--- src/rtl/dtc_pkg.sv ---
// Shared constants and types for the decision-tree classifier feature path.
package dtc_pkg;

  localparam int NIB_W     = 4;
  localparam int BEATS     = 3;
  localparam int FEAT_W    = NIB_W * BEATS;
  // Widest sequence tag any instance may use; narrower tags are zero-extended in the FIFO.
  localparam int SEQ_MAX_W = 8;

  typedef enum logic {
    IDLE    = 1'b0,
    COLLECT = 1'b1
  } dtc_state_e;

  typedef struct packed {
    logic [FEAT_W-1:0]    feat;
    logic [SEQ_MAX_W-1:0] seq;
  } dtc_entry_t;

endpackage

--- src/rtl/dtc_fifo2.sv ---
// Two-entry in-order FIFO of assembled feature vectors; head entry is read straight from registers.
module dtc_fifo2
  import dtc_pkg::*;
(
  input  logic       clk,
  input  logic       rst,
  input  logic       push_i,
  input  dtc_entry_t entry_i,
  input  logic       pop_i,
  output dtc_entry_t head_o,
  output logic [1:0] count_o
);

  dtc_entry_t mem_q [2];
  logic       wr_q;
  logic       rd_q;
  logic [1:0] count_q;
  logic       do_push;
  logic       do_pop;

  assign do_push = push_i && (count_q != 2'd2);
  assign do_pop  = pop_i && (count_q != 2'd0);

  always_ff @(posedge clk) begin
    if (rst) begin
      mem_q[0] <= '0;
      mem_q[1] <= '0;
      wr_q     <= 1'b0;
      rd_q     <= 1'b0;
      count_q  <= 2'd0;
    end else begin
      if (do_push) begin
        mem_q[wr_q] <= entry_i;
        wr_q        <= ~wr_q;
      end
      if (do_pop) begin
        rd_q <= ~rd_q;
      end
      case ({do_push, do_pop})
        2'b10:   count_q <= count_q + 2'd1;
        2'b01:   count_q <= count_q - 2'd1;
        default: count_q <= count_q;
      endcase
    end
  end

  assign head_o  = mem_q[rd_q];
  assign count_o = count_q;

endmodule

--- src/rtl/dtc_feature_assembler.sv ---
// Assembles NIB_W-bit beats into FEAT_W-bit feature vectors, tags them with a sequence number
// and buffers up to two of them for the classifier.
module dtc_feature_assembler
  import dtc_pkg::*;
#(
  parameter int SEQ_W = 8
) (
  input  logic              clk,
  input  logic              rst,
  input  logic              in_valid,
  output logic              in_ready,
  input  logic [NIB_W-1:0]  in_data,
  input  logic              in_sof,
  output logic              out_valid,
  input  logic              out_ready,
  output logic [FEAT_W-1:0] out_feat,
  output logic [SEQ_W-1:0]  out_seq,
  output logic              err_sync,
  output dtc_state_e        dbg_state,
  output logic [1:0]        dbg_fifo_count
);

  // Handshakes: a beat/vector moves on a rising edge where valid & ready are both high; valid never
  // waits on ready, and in_ready depends only on registered FIFO occupancy.

  localparam int CNT_W = (BEATS > 1) ? $clog2(BEATS) : 1;
  localparam logic [CNT_W-1:0] LAST_BEAT = CNT_W'(BEATS - 1);

  dtc_state_e        state_q, state_d;
  logic [CNT_W-1:0]  cnt_q, cnt_d;
  logic [FEAT_W-1:0] asm_q, asm_d;
  logic [SEQ_W-1:0]  seq_q, seq_d;
  logic              err_q, err_d;
  logic              push;
  logic              accept;
  logic [1:0]        fifo_count;
  dtc_entry_t        push_entry;
  dtc_entry_t        head;

  assign in_ready = (fifo_count != 2'd2);
  assign accept   = in_valid && in_ready;

  always_comb begin
    state_d = state_q;
    cnt_d   = cnt_q;
    asm_d   = asm_q;
    seq_d   = seq_q;
    err_d   = 1'b0;
    push    = 1'b0;
    if (accept) begin
      if (in_sof) begin
        // A start-of-frame always restarts assembly; if one was in progress it is a framing error.
        err_d = (state_q == COLLECT);
        asm_d = FEAT_W'(in_data);
        if (BEATS == 1) begin
          push    = 1'b1;
          state_d = IDLE;
          cnt_d   = '0;
        end else begin
          state_d = COLLECT;
          cnt_d   = CNT_W'(1);
        end
      end else if (state_q == IDLE) begin
        err_d = 1'b1;
      end else begin
        asm_d[cnt_q*NIB_W +: NIB_W] = in_data;
        if (cnt_q == LAST_BEAT) begin
          push    = 1'b1;
          state_d = IDLE;
          cnt_d   = '0;
        end else begin
          cnt_d = cnt_q + CNT_W'(1);
        end
      end
    end
    if (push) begin
      seq_d = seq_q + SEQ_W'(1);
    end
  end

  always_ff @(posedge clk) begin
    if (rst) begin
      state_q <= IDLE;
      cnt_q   <= '0;
      asm_q   <= '0;
      seq_q   <= '0;
      err_q   <= 1'b0;
    end else begin
      state_q <= state_d;
      cnt_q   <= cnt_d;
      asm_q   <= asm_d;
      seq_q   <= seq_d;
      err_q   <= err_d;
    end
  end

  assign push_entry.feat = asm_d;
  assign push_entry.seq  = SEQ_MAX_W'(seq_q);

  dtc_fifo2 u_fifo (
    .clk     (clk),
    .rst     (rst),
    .push_i  (push),
    .entry_i (push_entry),
    .pop_i   (out_ready && out_valid),
    .head_o  (head),
    .count_o (fifo_count)
  );

  assign out_valid      = (fifo_count != 2'd0);
  assign out_feat       = head.feat;
  assign out_seq        = SEQ_W'(head.seq);
  assign err_sync       = err_q;
  assign dbg_state      = state_q;
  assign dbg_fifo_count = fifo_count;

endmodule

--- config.mk ---
export PLATFORM = sky130hd
export DESIGN_NAME = dtc_feature_assembler
export DESIGN_NICKNAME = d
export VERILOG_FILES = /design/src/rtl/dtc_pkg.sv /design/src/rtl/dtc_fifo2.sv /design/src/rtl/dtc_feature_assembler.sv
export SDC_FILE = /design/constraint.sdc
export NUM_CORES = 1
export LEC_CHECK = 0
export ABC_AREA = 0
export ABC_CLOCK_PERIOD_IN_PS = 2460
export BUFFER_PORTS_ARGS = -buffer_cell sky130_fd_sc_hd__buf_4
export CAP_MARGIN = 20
export CORE_ASPECT_RATIO = 0.75
export CORE_MARGIN = 10
export CORE_UTILIZATION = 52
export DETAILED_ROUTE_END_ITERATION = 10
export GPL_TIMING_DRIVEN = 0
export PLACE_DENSITY = 0.79
export SETUP_SLACK_MARGIN = 0.4
export SKIP_LAST_GASP = 1
export SLEW_MARGIN = 0
export SYNTH_ARGS = -nofsm -noshare
export SYNTH_HDL_FRONTEND = slang
export SYNTH_SLANG_ARGS = --single-unit
--- constraint.sdc ---
create_clock -name clk -period 2.46 [get_ports clk]
set_input_delay 0.492 -clock clk [delete_from_list [all_inputs] [get_ports clk]]
set_output_delay 0.492 -clock clk [all_outputs]
set_load 0.01 [all_outputs]
# Word-level counts from Yosys, hierarchy flattened
# Memories as Yosys holds them, arrays and structs flattened. A register that Yosys moved wholly into a read port is not among the register bits.
# Index checks and enable logic that the tools add are counted.
# W data, S select, Z words.
[word_totals] reg_bits=28 mem_bits_rw=40 in_bits=9 output_inout_bits=26 n_memories=1
[classes] n_addsub=5 eq_ne=4 shifts=2 muxes=27 bitwise=3 reduce_logical=10
[memory_table] memory="u_fifo.mem_q" depth=2 width=20 read_ports=1 rd_ports_with_merged_regs=1 wr=2 line_no="dtc_fifo2.sv:14" rtl="dtc_entry_t mem_q [2];"
[op_table] cell="$mux W12" count=3
[op_table] cell="$neg A4 Y34" count=1
[op_table] cell="$shift A4 B34 Y12 const A" count=1
[op_table] cell="$shiftx A4 B34 Y12" count=1
[op_table] cell="$mux W20" count=1
[op_table] cell="$reduce_or A20 Y1" count=1
[op_table] cell="$mux W1" count=18
[op_table] cell="$bwmux W12" count=1
[op_table] cell="$add A8 B1 Y8 const B" count=1
[op_table] cell="$mux W2" count=3
[op_table] cell="$reduce_bool A2 Y1" count=3
[op_table] cell="$add A2 B1 Y2 const B" count=2
[op_table] cell="$eq A2 B2 Y1 const B" count=2
[op_table] cell="$logic_and A1 B1 Y1" count=4
[op_table] cell="$pmux W2 S2" count=1
[op_table] cell="$not A1 Y1" count=3
[op_table] cell="$eq A2 B1 Y1 const B" count=1
[op_table] cell="$ne A2 B2 Y1 const B" count=1
[op_table] cell="$reduce_and A2 Y1" count=1
[op_table] cell="$reduce_or A2 Y1" count=1
[op_table] cell="$sub A2 B1 Y2 const B" count=1

# Longest topological paths before layout
# Gate-level depths: netlist of run 1.
[depth] word_depth=11 mapped_depth=8

# Modules after synthesis
# A second synthesis of run 1 with hierarchy kept.
[hier_totals] cells_unflattened=303 hier_area_um2=3304.4
[by_module_without_submodules] module="dtc_fifo2" instances=1 cells_each=153 area_per_inst_um2=1966.9 seq_area_each_um2=1301.2
[by_module_without_submodules] module="dtc_feature_assembler" instances=1 cells_each=150 area_per_inst_um2=1337.5 seq_area_each_um2=480.5

# Worst setup path before layout of run 1
# No wires, ideal clock.
[synth_path] path_kind="register to register" start="register cnt_q[0]" end="memory u_fifo.mem_q[0][0] (netlist bit), enable pin" setup_ns=0.401 t_arrival_ns=1.971 required_time_ns=2.059 slack_ns=0.088 stages_incl_launch_ff=6 path_buffers=0 synth_period_minus_slack_ns=2.372 path_cell_list="dfxtp_1 inv_1 ha_1 and3b_2 nand3_4 o21bai_1"
[synth_rtl] item="start, declared" line_no="dtc_feature_assembler.sv:30" rtl="logic [CNT_W-1:0] cnt_q, cnt_d;"
[synth_rtl] item="start signal, assigned" line_no="dtc_feature_assembler.sv:90" rtl="cnt_q <= cnt_d;"
[synth_rtl] item="end, declared" line_no="dtc_fifo2.sv:14"

==> results.sh, run 1 <==
export IMPL_drt_wl_total_mm=6.55
export IMPL_drive_above_1_share_pct=28.8
export IMPL_insertion_delay_ns=0.34
export IMPL_worstPathCellList="buf_2, mux2_2, buf_4"
export IMPL_fmaxAchievable_mhz=500
export IMPL_grt_start_max_net_pins=15
export IMPL_placed_cells=378
export IMPL_grt_pass1_wl_mm=10.7
export IMPL_cts_sinks=69
export IMPL_multi_input_area_mm2=0.00132
export IMPL_cts_setup_buffers=0
export IMPL_max_vdd_ir_drop_v=0.000368
export IMPL_nets=328
export IMPL_drt_first_pass_iters=4
export IMPL_cts_tree="yes"
export IMPL_slew_viol_final=0
export IMPL_grt_use_total_pct=14.6
export IMPL_h_tree_depth=3
export IMPL_cp_required_ns=1.97
export IMPL_slowest_stage="mux2_2"
export IMPL_cts_max_path_buffers=2
export IMPL_viasPerCell=5.35
export IMPL_die_area_mm2=0.00957
export IMPL_period_minus_slack_ns=2.00
export IMPL_worst_slew_pin_slew_ns=0.688
export IMPL_synthArstFlopShare_pct=0
export IMPL_worstHoldStart="asm_q[10]"
export IMPL_postCtsHoldBufs=0
export IMPL_worstSetupPathType="reg2out"
export IMPL_stdcell_count=394
export IMPL_dieWidth_um=110
export IMPL_drtAntennaViolNets=0
export IMPL_worstHoldPathCells=1
export IMPL_clock_skew_ns=0.00789
export IMPL_crit_fanout=10
export IMPL_dp_hpwl_mm=4.68
export IMPL_finalCritPeriodShare_pct=81.2
export IMPL_cts_root_buf="clkbuf_8"
export IMPL_synth_fp_nets=282
export IMPL_chipHeight_um=87.3
export IMPL_worstSetupStartpointType="flop"
export IMPL_antenna_found_initial=0
export IMPL_synth_area_mm2=0.00314
export IMPL_ys_seq_area_share_pct=56.8
export IMPL_placeableCoreArea_mm2=0.00583
export IMPL_cellPowerDensity_mw_per_mm2=636
export IMPL_hold_path_class="reg2reg"
export IMPL_synth_edf_count=40
export IMPL_power_leakage_uw=0.00143
export IMPL_synth_seq_cells=69
export IMPL_routedWlPerCell_um=16.6
export IMPL_diodes=0
export IMPL_cts_buffers=9
export IMPL_synth_cell_types=48
export IMPL_finalHoldViolCount=0
export IMPL_path_clk_slew_ns=0.07
export IMPL_max_cap_violations=0
export IMPL_hold_end="asm_q[10]"
export IMPL_synth_cells=265
export IMPL_r2r_cells=8
export IMPL_drc=0
export IMPL_final_area_mm2=0.00378
export IMPL_rows=24
export IMPL_synth_flop_cell="edfxtp_1"
export IMPL_r2r_start="cnt_q[0]"
export IMPL_yosysWarnings=0
export IMPL_place_congestion=0.898
export IMPL_initial_core_util_pct=53.9
export IMPL_crit_path_end_kind="primary output"
export IMPL_synth_area_per_cell_um2=11.8
export IMPL_synth_top_area_cell="edfxtp_1"
export IMPL_vias=2106
export IMPL_grt_ovfl_total=0
export IMPL_ys_top_cells_by_area="edfxtp_1 38%, dfxtp_1 19%, mux2_2 7.2%, and2_1 5.8%, nor2_1 3.9%"
export IMPL_first_iter_violations=189
export IMPL_relSlewSlack_pct=53.8
export IMPL_crit_family="buffers and inverters"
export IMPL_rsz0062_at_grt="true"
export IMPL_areaGrowthSynthToFinish_pct=20.5
export IMPL_timing_rr_end="u_fifo.count_o[1]"
export IMPL_grt_pass1_vias=2115
export IMPL_pin_count=35
export IMPL_setup_viol=0
export IMPL_synth_top_cell_area_share_pct=38.3
export IMPL_cp_slowest_stage_delay_ns=0.38
export IMPL_critPathArrivalTime_ns=1.51
export IMPL_critPathBufInv=2
export IMPL_status="finished, final reports clean"
export IMPL_nFillCells=444
export IMPL_reg2reg_slack_ns=0.50
export IMPL_placed_area_mm2=0.00352
export IMPL_seqCellArea_mm2=0.00178
export IMPL_io_buffers=33
## state kept, by name, summed over array words and instances (netlist names), named ones only
signal          flops
seq_q               8
asm_q              12
cnt_q               2
dbg_state           1
u_fifo.rd_q         1
u_fifo.count_o      2
err_sync            1
u_fifo.wr_q         1
u_fifo.mem_q       40
## how the worst max path moves through the flow
stage,start,depth (start not counted),to
4_1_cts,cnt_q[0],7,u_fifo.count_o[1]
3_3_place_gp,cnt_q[0],5,u_fifo.mem_q[0][5]
5_1_grt,cnt_q[0],8,u_fifo.count_o[1]
2_1_floorplan,cnt_q[0],5,u_fifo.mem_q[0][0]
6_report,flop,3,out_feat[9]
3_5_place_dp,rst,5,u_fifo.mem_q[1][3]
## layer usage
metal  part of all wire, %  vias up  wire [um]  GRT usage (%)
met5                     0        -          0              0
met4                  0.92        0         60           4.60
met3                   9.3        5        609           6.36
met2                    44       80       2890           20.9
met1                    46      979       2980           19.4
li1                      -     1042          -              -
## cells by family after synthesis
kind of cell | synth area share [%]
compound gates | 5.74
xor+xnor | 2.79
fa+ha+maj | 3.19
buf+inv | 2.71
flops | 56.8
mux | 8.77
simple gates | 20.0
## stage by stage
step / hold slack (ns) / setup WS [ns] / power (uW) / TNS (ns) / utilization [%]
2_1_floorplan: 0.427 / 0.0879 / 1370 / 0 / -
6_report: 0.460 / 0.462 / 2400 / 0 / 64.9
3_3_place_gp: 0.439 / -0.586 / 1430 / -23.40 / 59.8
5_1_grt: 0.492 / 0.379 / 2490 / 0 / 64.9
3_5_place_dp: 0.448 / 0.137 / 1440 / 0 / 60.4
4_1_cts: 0.467 / 0.408 / 2420 / 0 / 64.3
## timing repair
| item | in CTS | in global routing |
|---|---|---|
| cloned | 0 | 0 |
| pin swaps | 0 | 1 |
| endpoints found under the setup margin | 50 | 45 |
| gates resized for setup | 5 | 7 |
## power breakdown
part	switching, uW	internal, uW
Clock	419	571
Combinational	84.7	69.8
Sequential	10.5	1250
## cell usage in the layout, fill, tap and decap left out, types with 3 or more instances in the layout
cell / n
nand4_1: 4
nor2_1: 33
inv_1: 6
nor2b_1: 6
nand3_1: 4
nand2_1: 6
dfxtp_1: 28
ha_1: 6
o21ai_0: 5
nor3_1: 5
mux2_2: 20
a32o_1: 4
mux2i_1: 5
edfxtp_1: 40
o2bb2ai_1: 4
or3_1: 3
clkbuf_8: 10
a21oi_1: 6
buf_4: 34
buf_2: 3
clkbuf_1: 4
xnor2_1: 5
and2_1: 29
xor2_1: 5
## cells in the mapped netlist (3+ instances only)
cell type and n:
edfxtp_1 40, nor2_1 33, and2_1 29, dfxtp_1 29, mux2_2 20, ha_1 8
a21oi_1 6, inv_1 6, nand2_1 6, nor2b_1 6, nor3_1 6, o21ai_0 6
clkbuf_1 5, mux2i_1 5, xnor2_1 5, xor2_1 5, a32o_1 4, nand3_1 4
nand4_1 4, o2bb2ai_1 4, or3_1 3
## final cells by class
type                       instances  share of cell area [%]
inverter                           7                   0.828
clock buffer                      10                    3.38
buffer                            10                    1.49
timing repair buffer              35                    7.35
multi-input combinational        179                    34.9
sequential                        69                    47.2
tap                               78                    2.58
clock inverter                     6                    2.28
(Power assumes the default switching activity.)
==> run 2, diff against run 1 <==
--- a/config.mk
+++ b/config.mk
@@ -5,16 +5,16 @@
 export SDC_FILE = /design/constraint.sdc
 export NUM_CORES = 1
 export LEC_CHECK = 0
-export ABC_AREA = 0
-export ABC_CLOCK_PERIOD_IN_PS = 2460
+export ABC_AREA = 1
+export ABC_CLOCK_PERIOD_IN_PS = 1990
 export BUFFER_PORTS_ARGS = -buffer_cell sky130_fd_sc_hd__buf_4
 export CAP_MARGIN = 20
 export CORE_ASPECT_RATIO = 0.75
 export CORE_MARGIN = 10
-export CORE_UTILIZATION = 52
+export CORE_UTILIZATION = 58
 export DETAILED_ROUTE_END_ITERATION = 10
 export GPL_TIMING_DRIVEN = 0
-export PLACE_DENSITY = 0.79
+export PLACE_DENSITY = 0.83
 export SETUP_SLACK_MARGIN = 0.4
 export SKIP_LAST_GASP = 1
 export SLEW_MARGIN = 0
==> constraint.sdc (replaced) <==
create_clock -name clk -period 1.99 [get_ports clk]
set_input_delay 0.398 -clock clk [delete_from_list [all_inputs] [get_ports clk]]
set_output_delay 0.398 -clock clk [all_outputs]
set_load 0.01 [all_outputs]
==> run 2 against run 1 <==
  * Sequential share of layout area decreased by 6.7 points
  * Cell count increased by 19%
  * Critical endpoint is now out_feat[0]
  * Worst hold slack got worse by 0.19 ns
  * Highest routed layer unchanged
  * Clock power increased by 17%
  * Clock skew increased by 0.0081 ns
  * Setup slack got worse by 0.26 ns
  * Sequential cell count unchanged
  * Cell area increased by 18%
  * Combinational power increased by 96%
  * Count of clock-buffer cells in the layout unchanged
  * Global-route usage increased by 3.1 points
  * Via count increased by 34%
==> results.sh, run 2 <==
export IMPL_crit_fanout=5
export IMPL_placeableCoreArea_mm2=0.00530
export IMPL_fmaxAchievable_mhz=559
export IMPL_grt_use_total_pct=17.7
export IMPL_routedWlPerCell_um=21.0
export IMPL_cts_sinks=69
export IMPL_slew_viol_final=0
export IMPL_power_leakage_uw=0.00171
export IMPL_placed_cells=428
export IMPL_critPathArrivalTime_ns=1.39
export IMPL_cts_max_path_buffers=2
export IMPL_die_area_mm2=0.00881
export IMPL_chipHeight_um=83.8
export IMPL_areaGrowthSynthToFinish_pct=41.1
export IMPL_drive_above_1_share_pct=41.6
export IMPL_worstHoldPathCells=2
export IMPL_synth_fp_nets=336
export IMPL_yosysWarnings=0
export IMPL_diodes=0
export IMPL_finalHoldViolCount=0
export IMPL_cp_required_ns=1.59
export IMPL_ys_seq_area_share_pct=56.6
export IMPL_clock_skew_ns=0.0160
export IMPL_grt_ovfl_total=0
export IMPL_drc=0
export IMPL_nets=404
export IMPL_pin_count=35
export IMPL_viasPerCell=6.03
export IMPL_antenna_found_initial=0
export IMPL_synth_seq_cells=69
export IMPL_drt_wl_total_mm=9.83
export IMPL_crit_path_end_kind="primary output"
export IMPL_initial_core_util_pct=59.5
export IMPL_place_congestion=0.827
export IMPL_synth_top_cell_area_share_pct=38.1
export IMPL_relSlewSlack_pct=61.7
export IMPL_worst_slew_pin_slew_ns=0.575
export IMPL_synth_cell_types=24
export IMPL_top_regs="u_fifo.mem_q: 40 flops, asm_q: 12 flops, seq_q: 8 flops"
export IMPL_stdcell_count=467
export IMPL_most_common_layout_cells="40 x nand2_1, 40 x edfxtp_1, 35 x nor2_1"
export IMPL_worstSetupStartpointType="flop"
export IMPL_worstSetupPathType="reg2out"
export IMPL_synth_edf_count=40
export IMPL_fin_hold_ws_ns=0.272
export IMPL_status="finished, final reports clean"
export IMPL_synth_top_area_cell="edfxtp_1"
export IMPL_setup_slack_ns=0.200
export IMPL_synthArstFlopShare_pct=0
export IMPL_finalSetupTns_ns=0
export IMPL_vias=2815
export IMPL_yosysMostFrequentCell="nand2_1"
export IMPL_synth_area_per_cell_um2=9.87
export IMPL_cts_tree="yes"
export IMPL_dieWidth_um=105
export IMPL_max_vdd_ir_drop_v=0.000525
export IMPL_synth_flop_cell="edfxtp_1"
export IMPL_cp_endpoint="out_feat[0]"
export IMPL_path_clk_slew_ns=0.08
export IMPL_cts_buffers=9
export IMPL_reg2reg_slack_ns=0.25
export IMPL_grt_pass1_wl_mm=12.6
export IMPL_timing_rr_end="u_fifo.mem_q[0][18]"
export IMPL_nFillCells=271
export IMPL_largest_register_ffs=40
export IMPL_dp_hpwl_mm=4.73
export IMPL_drtAntennaViolNets=0
export IMPL_h_tree_depth=3
export IMPL_period_minus_slack_ns=1.79
export IMPL_drt_first_pass_iters=6
export IMPL_max_cap_violations=0
export IMPL_first_iter_violations=328
export IMPL_cellPowerDensity_mw_per_mm2=682
export IMPL_finalCritPeriodShare_pct=90.0
export IMPL_grt_pass1_vias=2506
export IMPL_postCtsHoldBufs=0
export IMPL_synth_area_mm2=0.00315
export IMPL_synth_cells=319
export IMPL_hold_path_class="in2reg"
export IMPL_grt_start_max_net_pins=15
export IMPL_top_register="u_fifo.mem_q"
export IMPL_r2r_start="cnt_q[1]"
export IMPL_multi_input_area_mm2=0.00161
export IMPL_setup_viol=0
export IMPL_preCtsSetupSlack_ns=-0.00108
export IMPL_io_buffers=34
export IMPL_r2r_cells=8
export IMPL_cts_root_buf="clkbuf_8"
export IMPL_rows=23
export IMPL_insertion_delay_ns=0.36
export IMPL_seqCellArea_mm2=0.00180
export IMPL_rsz0062_at_grt="true"
export IMPL_synthTopCellsByCount="50 x nand2_1, 45 x nor2_1, 40 x edfxtp_1"
export IMPL_ys_top_cells_by_area="edfxtp_1 38%, dfxtp_1 18%, mux2_2 7.2%, nand2_1 6.0%, nor2_1 5.4%"
## run 2: final cells by class
| class | instances | area share (%) |
|---|---|---|
| sequential | 69 | 40.5 |
| multi-input combinational | 213 | 36.2 |
| timing repair buffer | 51 | 11.1 |
| inverter | 35 | 3.29 |
| clock buffer | 10 | 2.87 |
| buffer | 8 | 2.42 |
| tap | 75 | 2.11 |
| clock inverter | 6 | 1.44 |
## run 2: cell families after synthesis
logic type	after synthesis	synth area share [%]
xor+xnor	2	0.556
mux	20	7.15
fa+ha+maj	8	3.18
flops	69	56.6
buf+inv	43	5.96
compound gates	36	6.08
simple gates	141	20.5
## run 2: worst min path at each step
stage,slack (ns),start,to
finish,0.27,rst,asm_q[0]
global route,0.27,rst,asm_q[0]
CTS,0.26,rst,seq_q[4]
detailed placement,0.45,u_fifo.rd_q,u_fifo.rd_q
global placement,0.44,u_fifo.rd_q,u_fifo.rd_q
floorplan,0.43,u_fifo.rd_q,flop
## run 2: critical path, stage by stage (launching register included)
cell and delay, ns:
dfxtp_4 0.42, clkbuf_8 0.19, mux2_4 0.31, buf_6 0.13
## run 2: repair_timing
action	in CTS	in global routing
pin swaps	5	13
gates resized for setup	72	53
setup buffers	7	7
gates cloned	6	3
setup endpoints to repair	88	103
## run 2: through the flow
step	power [uW]	util (%)	instance area, um2
final	3030	83.9	4440
after global routing	3100	83.9	4440
after CTS	2920	78.0	4130
after detailed placement	1790	67.0	3550
after global placement	1780	67.0	3550
after floorplan	1700	-	3200
## run 2: power breakdown
group / switching, uW / internal [uW]
combinational: 179 / 125
clock: 584 / 580
sequential: 22.2 / 1540
## run 2: layer usage
metal | vias up | wire length [um] | share of wire [%] | global-route usage [%]
met5 | - | 0 | 0 | 0
met4 | 0 | 352 | 3.6 | 4.60
met2 | 201 | 4850 | 49 | 28.9
met1 | 1355 | 3780 | 38 | 21.9
met3 | 44 | 837 | 8.5 | 5.71
li1 | 1215 | - | - | -
